$ cat config.mk
export PLATFORM = sky130hd
export DESIGN_NAME = umi_endpoint
export DESIGN_NICKNAME = d
export VERILOG_FILES = /design/src/rtl/umi_pkg.sv /design/src/rtl/umi_unpack.sv /design/src/rtl/umi_endpoint.sv
export SDC_FILE = /design/constraint.sdc
export NUM_CORES = 1
export LEC_CHECK = 0
export CORE_AREA = 3 3 282 284
export DETAILED_ROUTE_END_ITERATION = 10
export DIE_AREA = 0 0 285 287
export GPL_TIMING_DRIVEN = 0
export HOLD_SLACK_MARGIN = 0.03
export SLEW_MARGIN = 20
export SYNTH_ARGS = -nofsm -noshare
export SYNTH_HDL_FRONTEND = slang
export SYNTH_SLANG_ARGS = --single-unit
export TNS_END_PERCENT = 20
$ cat constraint.sdc
create_clock -name clk -period 2.7 [get_ports clk]
set_clock_uncertainty 0.2 [all_clocks]
set_input_delay 0.81 -clock clk [delete_from_list [all_inputs] [get_ports clk]]
set_output_delay 0.81 -clock clk [all_outputs]
set_load 0.03 [all_outputs]
$ cat src/rtl/umi_pkg.sv
// rtl/umi_pkg.sv - UMI opcodes, packet field layout and endpoint FSM encoding
package umi_pkg;

    localparam logic [7:0] CMD_READ      = 8'h01;
    localparam logic [7:0] CMD_WRITE     = 8'h02;
    localparam logic [7:0] CMD_READ_RESP = 8'h81;
    localparam logic [7:0] CMD_ERR_RESP  = 8'h8F;

    localparam int CMD_LSB  = 0;
    localparam int SIZE_LSB = 8;
    localparam int DST_LSB  = 32;
    localparam int SRC_LSB  = 96;
    localparam int DATA_LSB = 160;
    localparam int CMD_W    = 8;
    localparam int SIZE_W   = 8;
    localparam int ADDR_W   = 64;
    localparam int DATA_W   = 64;

    // log2 of the local data width in bytes
    localparam logic [7:0] MAX_SIZE = 8'd3;

    typedef enum logic [1:0] {
        ST_IDLE   = 2'd0,
        ST_ACCESS = 2'd1,
        ST_RESP   = 2'd2
    } umi_state_e;

    function automatic logic [255:0] umi_pack(
        input logic [7:0]  cmd,
        input logic [7:0]  size,
        input logic [63:0] dstaddr,
        input logic [63:0] srcaddr,
        input logic [63:0] data
    );
        logic [255:0] p;
        p = '0;
        p[CMD_LSB  +: CMD_W]  = cmd;
        p[SIZE_LSB +: SIZE_W] = size;
        p[DST_LSB  +: ADDR_W] = dstaddr;
        p[SRC_LSB  +: ADDR_W] = srcaddr;
        p[DATA_LSB +: DATA_W] = data;
        return p;
    endfunction

    function automatic logic [7:0] clamp_size(input logic [7:0] size);
        return (size > MAX_SIZE) ? MAX_SIZE : size;
    endfunction

    // Keeps only the low 2^size bytes of a data word
    function automatic logic [63:0] size_mask(input logic [7:0] size);
        logic [63:0] m;
        m = '0;
        for (int i = 0; i < 8; i++) begin
            m[i*8 +: 8] = (size >= MAX_SIZE || i < (1 << size[1:0])) ? 8'hFF : 8'h00;
        end
        return m;
    endfunction

endpackage

$ cat src/rtl/umi_unpack.sv
// rtl/umi_unpack.sv - combinational field extraction from a UMI packet
module umi_unpack
    import umi_pkg::*;
#(
    parameter int UW = 256,
    parameter int AW = 64,
    parameter int DW = 64
) (
    input  logic [UW-1:0] packet,
    output logic [7:0]    cmd,
    output logic [7:0]    size,
    output logic [AW-1:0] dstaddr,
    output logic [AW-1:0] srcaddr,
    output logic [DW-1:0] data
);

    assign cmd     = packet[CMD_LSB  +: CMD_W];
    assign size    = packet[SIZE_LSB +: SIZE_W];
    assign dstaddr = packet[DST_LSB  +: AW];
    assign srcaddr = packet[SRC_LSB  +: AW];
    assign data    = packet[DATA_LSB +: DW];

    // Reserved bits are ignored on receive
    logic unused_reserved;
    assign unused_reserved = ^{packet[DST_LSB-1:SIZE_LSB+SIZE_W], packet[UW-1:DATA_LSB+DW]};

endmodule

$ cat src/rtl/umi_endpoint.sv
// rtl/umi_endpoint.sv - UMI request responder driving a local register port
// UMI_ENDPOINT_ERR_EN: unknown commands answer with ERR_RESP instead of being dropped
module umi_endpoint
    import umi_pkg::*;
#(
    parameter int UW = 256,
    parameter int AW = 64,
    parameter int DW = 64
) (
    input  logic          clk,
    input  logic          nreset,
    input  logic          udev_req_valid,
    input  logic [UW-1:0] udev_req_packet,
    output logic          udev_req_ready,
    output logic          udev_resp_valid,
    output logic [UW-1:0] udev_resp_packet,
    input  logic          udev_resp_ready,
    output logic [AW-1:0] loc_addr,
    output logic          loc_write,
    output logic          loc_read,
    output logic [DW-1:0] loc_wrdata,
    output logic [7:0]    loc_size,
    input  logic [DW-1:0] loc_rddata,
    input  logic          loc_ready
);

    logic [7:0]    req_cmd;
    logic [7:0]    req_size;
    logic [AW-1:0] req_dst;
    logic [AW-1:0] req_src;
    logic [DW-1:0] req_data;

    umi_unpack #(.UW(UW), .AW(AW), .DW(DW)) u_unpack (
        .packet  (udev_req_packet),
        .cmd     (req_cmd),
        .size    (req_size),
        .dstaddr (req_dst),
        .srcaddr (req_src),
        .data    (req_data)
    );

    umi_state_e    state_q, state_d;
    logic          is_read_q, is_read_d;
    logic [AW-1:0] addr_q, addr_d;
    logic [AW-1:0] src_q, src_d;
    logic [DW-1:0] wrdata_q, wrdata_d;
    logic [7:0]    size_q, size_d;
    logic [7:0]    loc_size_q, loc_size_d;
    logic [UW-1:0] resp_q, resp_d;

    always_ff @(posedge clk or negedge nreset) begin
        if (!nreset) begin
            state_q    <= ST_IDLE;
            is_read_q  <= 1'b0;
            addr_q     <= '0;
            src_q      <= '0;
            wrdata_q   <= '0;
            size_q     <= '0;
            loc_size_q <= '0;
            resp_q     <= '0;
        end else begin
            state_q    <= state_d;
            is_read_q  <= is_read_d;
            addr_q     <= addr_d;
            src_q      <= src_d;
            wrdata_q   <= wrdata_d;
            size_q     <= size_d;
            loc_size_q <= loc_size_d;
            resp_q     <= resp_d;
        end
    end

    always_comb begin
        state_d    = state_q;
        is_read_d  = is_read_q;
        addr_d     = addr_q;
        src_d      = src_q;
        wrdata_d   = wrdata_q;
        size_d     = size_q;
        loc_size_d = loc_size_q;
        resp_d     = resp_q;
        case (state_q)
            ST_IDLE: begin
                if (udev_req_valid) begin
                    case (req_cmd)
                        CMD_READ, CMD_WRITE: begin
                            state_d    = ST_ACCESS;
                            is_read_d  = (req_cmd == CMD_READ);
                            addr_d     = req_dst;
                            src_d      = req_src;
                            wrdata_d   = req_data;
                            size_d     = req_size;
                            loc_size_d = clamp_size(req_size);
                        end
                        default: begin
`ifdef UMI_ENDPOINT_ERR_EN
                            state_d = ST_RESP;
                            resp_d  = umi_pack(CMD_ERR_RESP, req_size, req_src, req_dst, '0);
`endif
                        end
                    endcase
                end
            end
            ST_ACCESS: begin
                if (loc_ready) begin
                    if (is_read_q) begin
                        state_d = ST_RESP;
                        resp_d  = umi_pack(CMD_READ_RESP, size_q, src_q, addr_q,
                                           loc_rddata & size_mask(size_q));
                    end else begin
                        state_d = ST_IDLE;
                    end
                end
            end
            ST_RESP: begin
                if (udev_resp_ready) state_d = ST_IDLE;
            end
            default: state_d = ST_IDLE;
        endcase
    end

    assign udev_req_ready   = (state_q == ST_IDLE);
    assign udev_resp_valid  = (state_q == ST_RESP);
    assign udev_resp_packet = resp_q;
    assign loc_read         = (state_q == ST_ACCESS) && is_read_q;
    assign loc_write        = (state_q == ST_ACCESS) && !is_read_q;
    assign loc_addr         = addr_q;
    assign loc_wrdata       = wrdata_q;
    assign loc_size         = loc_size_q;

endmodule

=== Yosys cells after proc, flatten, opt, wreduce, memory -nomap -nowiden ===
Index checks and enable logic that the tools add are counted.
Widths: inputs -> output; s select.

* Register bits: 413
* Output and inout port bits: 396
* Logic and storage cells: 59

* Order comparisons: 10
* Equality and inequality tests: 8
* Shifts and indexed selects: 1
* Muxes and demuxes: 15
* Bitwise gates (word level): 1
* Reductions and logical operators: 16

{| class="wikitable"
|+ Operators with widths
! operator !! count
|-
| $lt 4x32->1 const A || 4
|-
| $mux 8 || 9
|-
| $and 64x64->64 || 1
|-
| $lt 3x32->1 const A || 2
|-
| $lt 1x32->1 const A || 1
|-
| $lt 2x32->1 const A || 1
|-
| $shl 1x2->32 const A || 1
|-
| $mux 2 || 5
|-
| $eq 8x1->1 const B || 1
|-
| $eq 8x2->1 const B || 1
|-
| $ge 8x2->1 const B || 1
|-
| $gt 8x2->1 const B || 1
|-
| $logic_or 1x1->1 || 8
|-
| $pmux 2 s3 || 1
|-
| $reduce_and 3->1 || 2
|-
| $ne 2x1->1 const B || 2
|-
| $ne 2x2->1 const B || 2
|-
| $reduce_and 4->1 || 1
|-
| $eq 2x1->1 const B || 1
|-
| $eq 2x2->1 const B || 1
|-
| $logic_and 1x1->1 || 2
|-
| $logic_not 2->1 || 1
|-
| $reduce_or 2->1 || 1
|-
| $logic_not 1->1 || 1
|}

=== Logic depth before layout (Yosys ltp) ===
* Word-level depth: 5
* Gate-level depth with buffers: 6
* Mapped depth without buffers: 3

=== Cells and area by module ===
From an unflattened synthesis, not the netlist that was laid out.

* Cell total of the unflattened synthesis: 1,565
* Area total of the unflattened synthesis: 17,415.5 um^2

{| class="wikitable"
|+ Modules (own cells, without submodules)
! module !! times used !! cells an instance !! area each (um^2) !! seq. area each (um^2)
|-
| umi_endpoint || 1 || 1,357 || 15,854.0 || 10,309.9
|-
| umi_unpack || 1 || 208 || 1,561.5 || 0.0
|}

=== Worst setup path after synthesis ===
No wires, ideal clock.

* Path type: input to register
* From: input port udev_req_packet[15]
* To: register loc_size_q[0] (netlist: loc_size[0])
* Library setup time: 0.125 ns
* Arrival time: 1.961 ns
* Required time: 2.375 ns
* Path slack: 0.414 ns
* Cell stages on the path: 3
* Cell sequence: or4_1 > or4_1 > mux2_2

* Word-level cells in the longest chain between the ends: 2

{| class="wikitable"
|+ RTL lines
! element !! line !! RTL
|-
| start: declaration || umi_endpoint.sv:13 || <nowiki>input logic [UW-1:0] udev_req_packet,</nowiki>
|-
| $gt 8x2->1 || umi_pkg.sv:46 || <nowiki>return (size > MAX_SIZE) ? MAX_SIZE : size;</nowiki>
|-
| $mux 8 || umi_pkg.sv:46 ||
|-
| end signal: assignment || umi_endpoint.sv:68 || <nowiki>loc_size_q <= loc_size_d;</nowiki>
|-
| end: declaration || umi_endpoint.sv:48 || <nowiki>logic [7:0] loc_size_q, loc_size_d;</nowiki>
|}

No other way between the ends.
A chain may end at the register's enable or synchronous reset.

=== Worst setup path in the final report ===
* From: register resp_q[99] (netlist: udev_resp_packet[99])
* To: output port udev_resp_packet[99]

{| class="wikitable"
|+ RTL lines
! element !! line !! RTL
|-
| start: declaration || umi_endpoint.sv:49 || <nowiki>logic [UW-1:0] resp_q, resp_d;</nowiki>
|-
| start signal: assignment || umi_endpoint.sv:69 || <nowiki>resp_q <= resp_d;</nowiki>
|-
| end: declaration || umi_endpoint.sv:16 || <nowiki>output logic [UW-1:0] udev_resp_packet,</nowiki>
|}

No word-level cell between the ends.

==> flow_metrics.env <==
export IMPL_synth_cell_type_count=28
export IMPL_syn_avg_cell_area_um2=11.7
export IMPL_critical_path_max_stage_delay_ns=0.73
export IMPL_numCtsBuffers=49
export IMPL_slew_limit_headroom_pct=56.2
export IMPL_setup_slack_ns=0.0519
export IMPL_start_util_pct=20.5
export IMPL_m1WireLength_mm=22.1
export IMPL_die_h_um=287
export IMPL_clock_sinks=412
export IMPL_grt_pass1_wl_mm=84.6
export IMPL_viasPerCell=3.92
export IMPL_finalSetupViolCount=0
export IMPL_critPathTopFamily="buffers and inverters"
export IMPL_synth_top_family_by_area="multiplexers"
export IMPL_cts_tree="done"
export IMPL_die_x_um=285
export IMPL_insertion_delay_ns=0.57
export IMPL_h_tree_depth=2
export IMPL_ys_seq_area_share_pct=65.0
export IMPL_drt_iter0_markers=453
export IMPL_cts_max_path_buffers=3
export IMPL_synth_compound_area_share_pct=2.24
export IMPL_synthMuxAreaShare_pct=14.4
export IMPL_crit_arrival_ns=1.64
export IMPL_nets=2411
export IMPL_std_cell_rows=102
export IMPL_grt_ovfl_total=0
export IMPL_grt_use_total_pct=13.5
export IMPL_start_kind="flip-flop"
export IMPL_core_area_um2=77300
export IMPL_syn2layout_area_growth_pct=58.7
export IMPL_yosysTopAreaCell="dfrtp_1"
export IMPL_post_route_drc_count=0
export IMPL_vias=12400
export IMPL_hold_path_class="reg2reg"
export IMPL_maxSlewViolCount=0
export IMPL_ir_drop_v=0.000430
export IMPL_path_class="reg2out"
export IMPL_dp_cells=3072
export IMPL_p_total_mw=15.3
export IMPL_synth_area_um2=15900
export IMPL_hold_viol=0
export IMPL_fmax_mhz=378
export IMPL_first_pass_iters=6
export IMPL_grt_pass1_vias=13300
export IMPL_status="finished, final reports clean"
export IMPL_required_ns=1.69
export IMPL_antenna_left=0
export IMPL_antenna_found_initial=8
export IMPL_clkSlewWorstSetupHoldPaths_ns=0.06
export IMPL_final_area_um2=25200
export IMPL_worstPathMaxFanout=2
export IMPL_min_period_ns=2.65
export IMPL_dpl_hpwl_mm=44.1
export IMPL_finalCritPeriodShare_pct=98.1
export IMPL_powerDensity_nw_per_um2=607
export IMPL_drive_above_1_share_pct=18.3
export IMPL_portBuffers=618
export IMPL_path_buf_inv=1
export IMPL_end_kind="output pin"
export IMPL_synth_top_cell_area_share_pct=65.0
export IMPL_synth_area_leaders="dfrtp_1, mux2_2, nand2_1"
export IMPL_die_area_um2=81800
export IMPL_ys_warn_count=0
export IMPL_slowest_stage="clkdlybuf4s50_1"
export IMPL_cap_violations=0
export IMPL_dr_max_layer_used="met5"
export IMPL_boundaryPins=721
export IMPL_wl_mm=57.1
export IMPL_gp_congestion=0.840
export IMPL_clock_root_buffer="clkbuf_16"
export IMPL_p_leak_nw=12.9
export IMPL_synth_xor_area_share_pct=0.0552
export IMPL_synth_seq_cells=412
export IMPL_wl_met3_mm=5.04
export IMPL_wl_met2_mm=27.8
export IMPL_dpl_worst_slack_ns=-1.82
export IMPL_fin_setup_tns_ns=0
export IMPL_crit_path_cell_trace="clkdlybuf4s50_1"
export IMPL_grt_max_degree=101
export IMPL_instances_no_fill=3163
export IMPL_worstMarginPinSlew_ns=0.657
export IMPL_synthSimpleGateAreaFrac_pct=13.6
export IMPL_placed_area_um2=23700
export IMPL_yosys_area_share_adder_pct=0
export IMPL_syn_instance_count=1357
export IMPL_avgRoutedWirePerCell_um=18.0
export IMPL_rsz0062_at_grt="no"
Yosys cell counts (all sizes together):
master     n
nand4b     1
mux2     202
and4b      1
nor4b      1
nor2       3
and2       6
nor3       1
o21ai     50
clkbuf    35
buf       91
mux2i      1
xor2       1
dfrtp    412
nor4       1
conb       1
inv        2
a2111oi    1
o21a       1
or4        5
a22o       8
nand4      1
nand2b     4
nand2    528
registers in the layout (all words and copies together) (netlist names):
signal,cells
is_read_q,1
loc_addr,64
loc_size,8
size_q,8
loc_wrdata,64
state_q,2
udev_resp_packet,201
src_q,64
stage by stage:
| stage | util [%] | hold slack [ns] |
|---|---|---|
| after floorplan | - | 0.233 |
| after global routing | 32.5 | 0.288 |
| after global placement | 30.4 | 0.242 |
| after CTS | 32.5 | 0.255 |
| final | 32.5 | 0.261 |
| after detailed placement | 30.6 | 0.248 |
per-layer routing:
layer  vias up  global-route usage (%)
li1       5738                       -
met1      6044                    15.6
met2       496                    23.4
met3       108                    4.40
met4         2                    5.02
met5         -                       0
cells by family (layout without fill, tap and decap cells):
logic type | count (synthesis) | after routing
buffers and inverters | 128 | 838
DFF | 412 | 412
muxes | 203 | 203
AOI/OAI and AO/OA | 60 | 60
xor gates and xnor gates | 1 | 1
and+or+nand+nor | 552 | 552
other | 1 | 57
layout by cell type (no fill, tap or decap), types with 2 or more instances in the layout:
master           instances
diode_2                  3
dfrtp_1                412
inv_1                    2
clkdlybuf4s15_2          2
nand2b_1                 4
a22o_1                   8
clkbuf_16               50
o21ai_1                  4
clkbuf_8                 8
clkinv_2                 5
nand2_1                528
clkbuf_4                 3
clkbuf_2                 9
clkinvlp_4               2
buf_2                   33
dlygate4sd2_1           93
buf_4                   60
mux2_2                 202
buf_1                    2
dlymetal6s2s_1          27
nor2_1                   2
clkbuf_1                39
buf_16                   4
and2_1                   6
o21ai_0                 46
inv_6                    2
conb_1                  54
or4_1                    4
clkdlybuf4s50_1        493
worst paths after layout:
| path | from | cells after the start | slack [ns] | endpoint |
|---|---|---|---|---|
| max | udev_resp_packet[99] | 1 | 0.05 | udev_resp_packet[99] |
| min | src_q[5] | 2 | 0.26 | udev_resp_packet[37] |
| max reg2reg | size_q[7] | 5 | 0.32 | udev_resp_packet[218] |
| min reg2reg | src_q[5] | 2 | 0.26 | udev_resp_packet[37] |
| max in group asynchronous | nreset | 4 | 0.44 | udev_resp_packet[222] |
| min in group asynchronous | nreset | 2 | 0.49 | loc_wrdata[31] |
repair_timing:
action | 4_1_cts | 5_1_grt
buffers inserted | 4 | 0
hold endpoints to repair | 29 | 0
setup endpoints to repair | 321 | 29
pin swaps | 1 | 0
gates resized for setup | 117 | 31
gates cloned | 0 | 0
hold buffers | 1 | 0
area by class of cell:
type,instances,area [um2]
fill,7808,52200
clock buffer,75,1420
clock inverter,10,73.8
inverter,2,7.51
buffer,124,748
tap,1040,1300
timing repair buffer,627,6290
sequential,412,10300
antenna,3,7.51
multi-input combinational,870,5010
power breakdown:
part / switching, mW / total [mW] / internal [mW]
clock: 2.58 / 6.18 / 3.59
sequential: 0.232 / 6.77 / 6.54
combinational: 1.26 / 2.34 / 1.08
(Power assumes the default switching activity.)
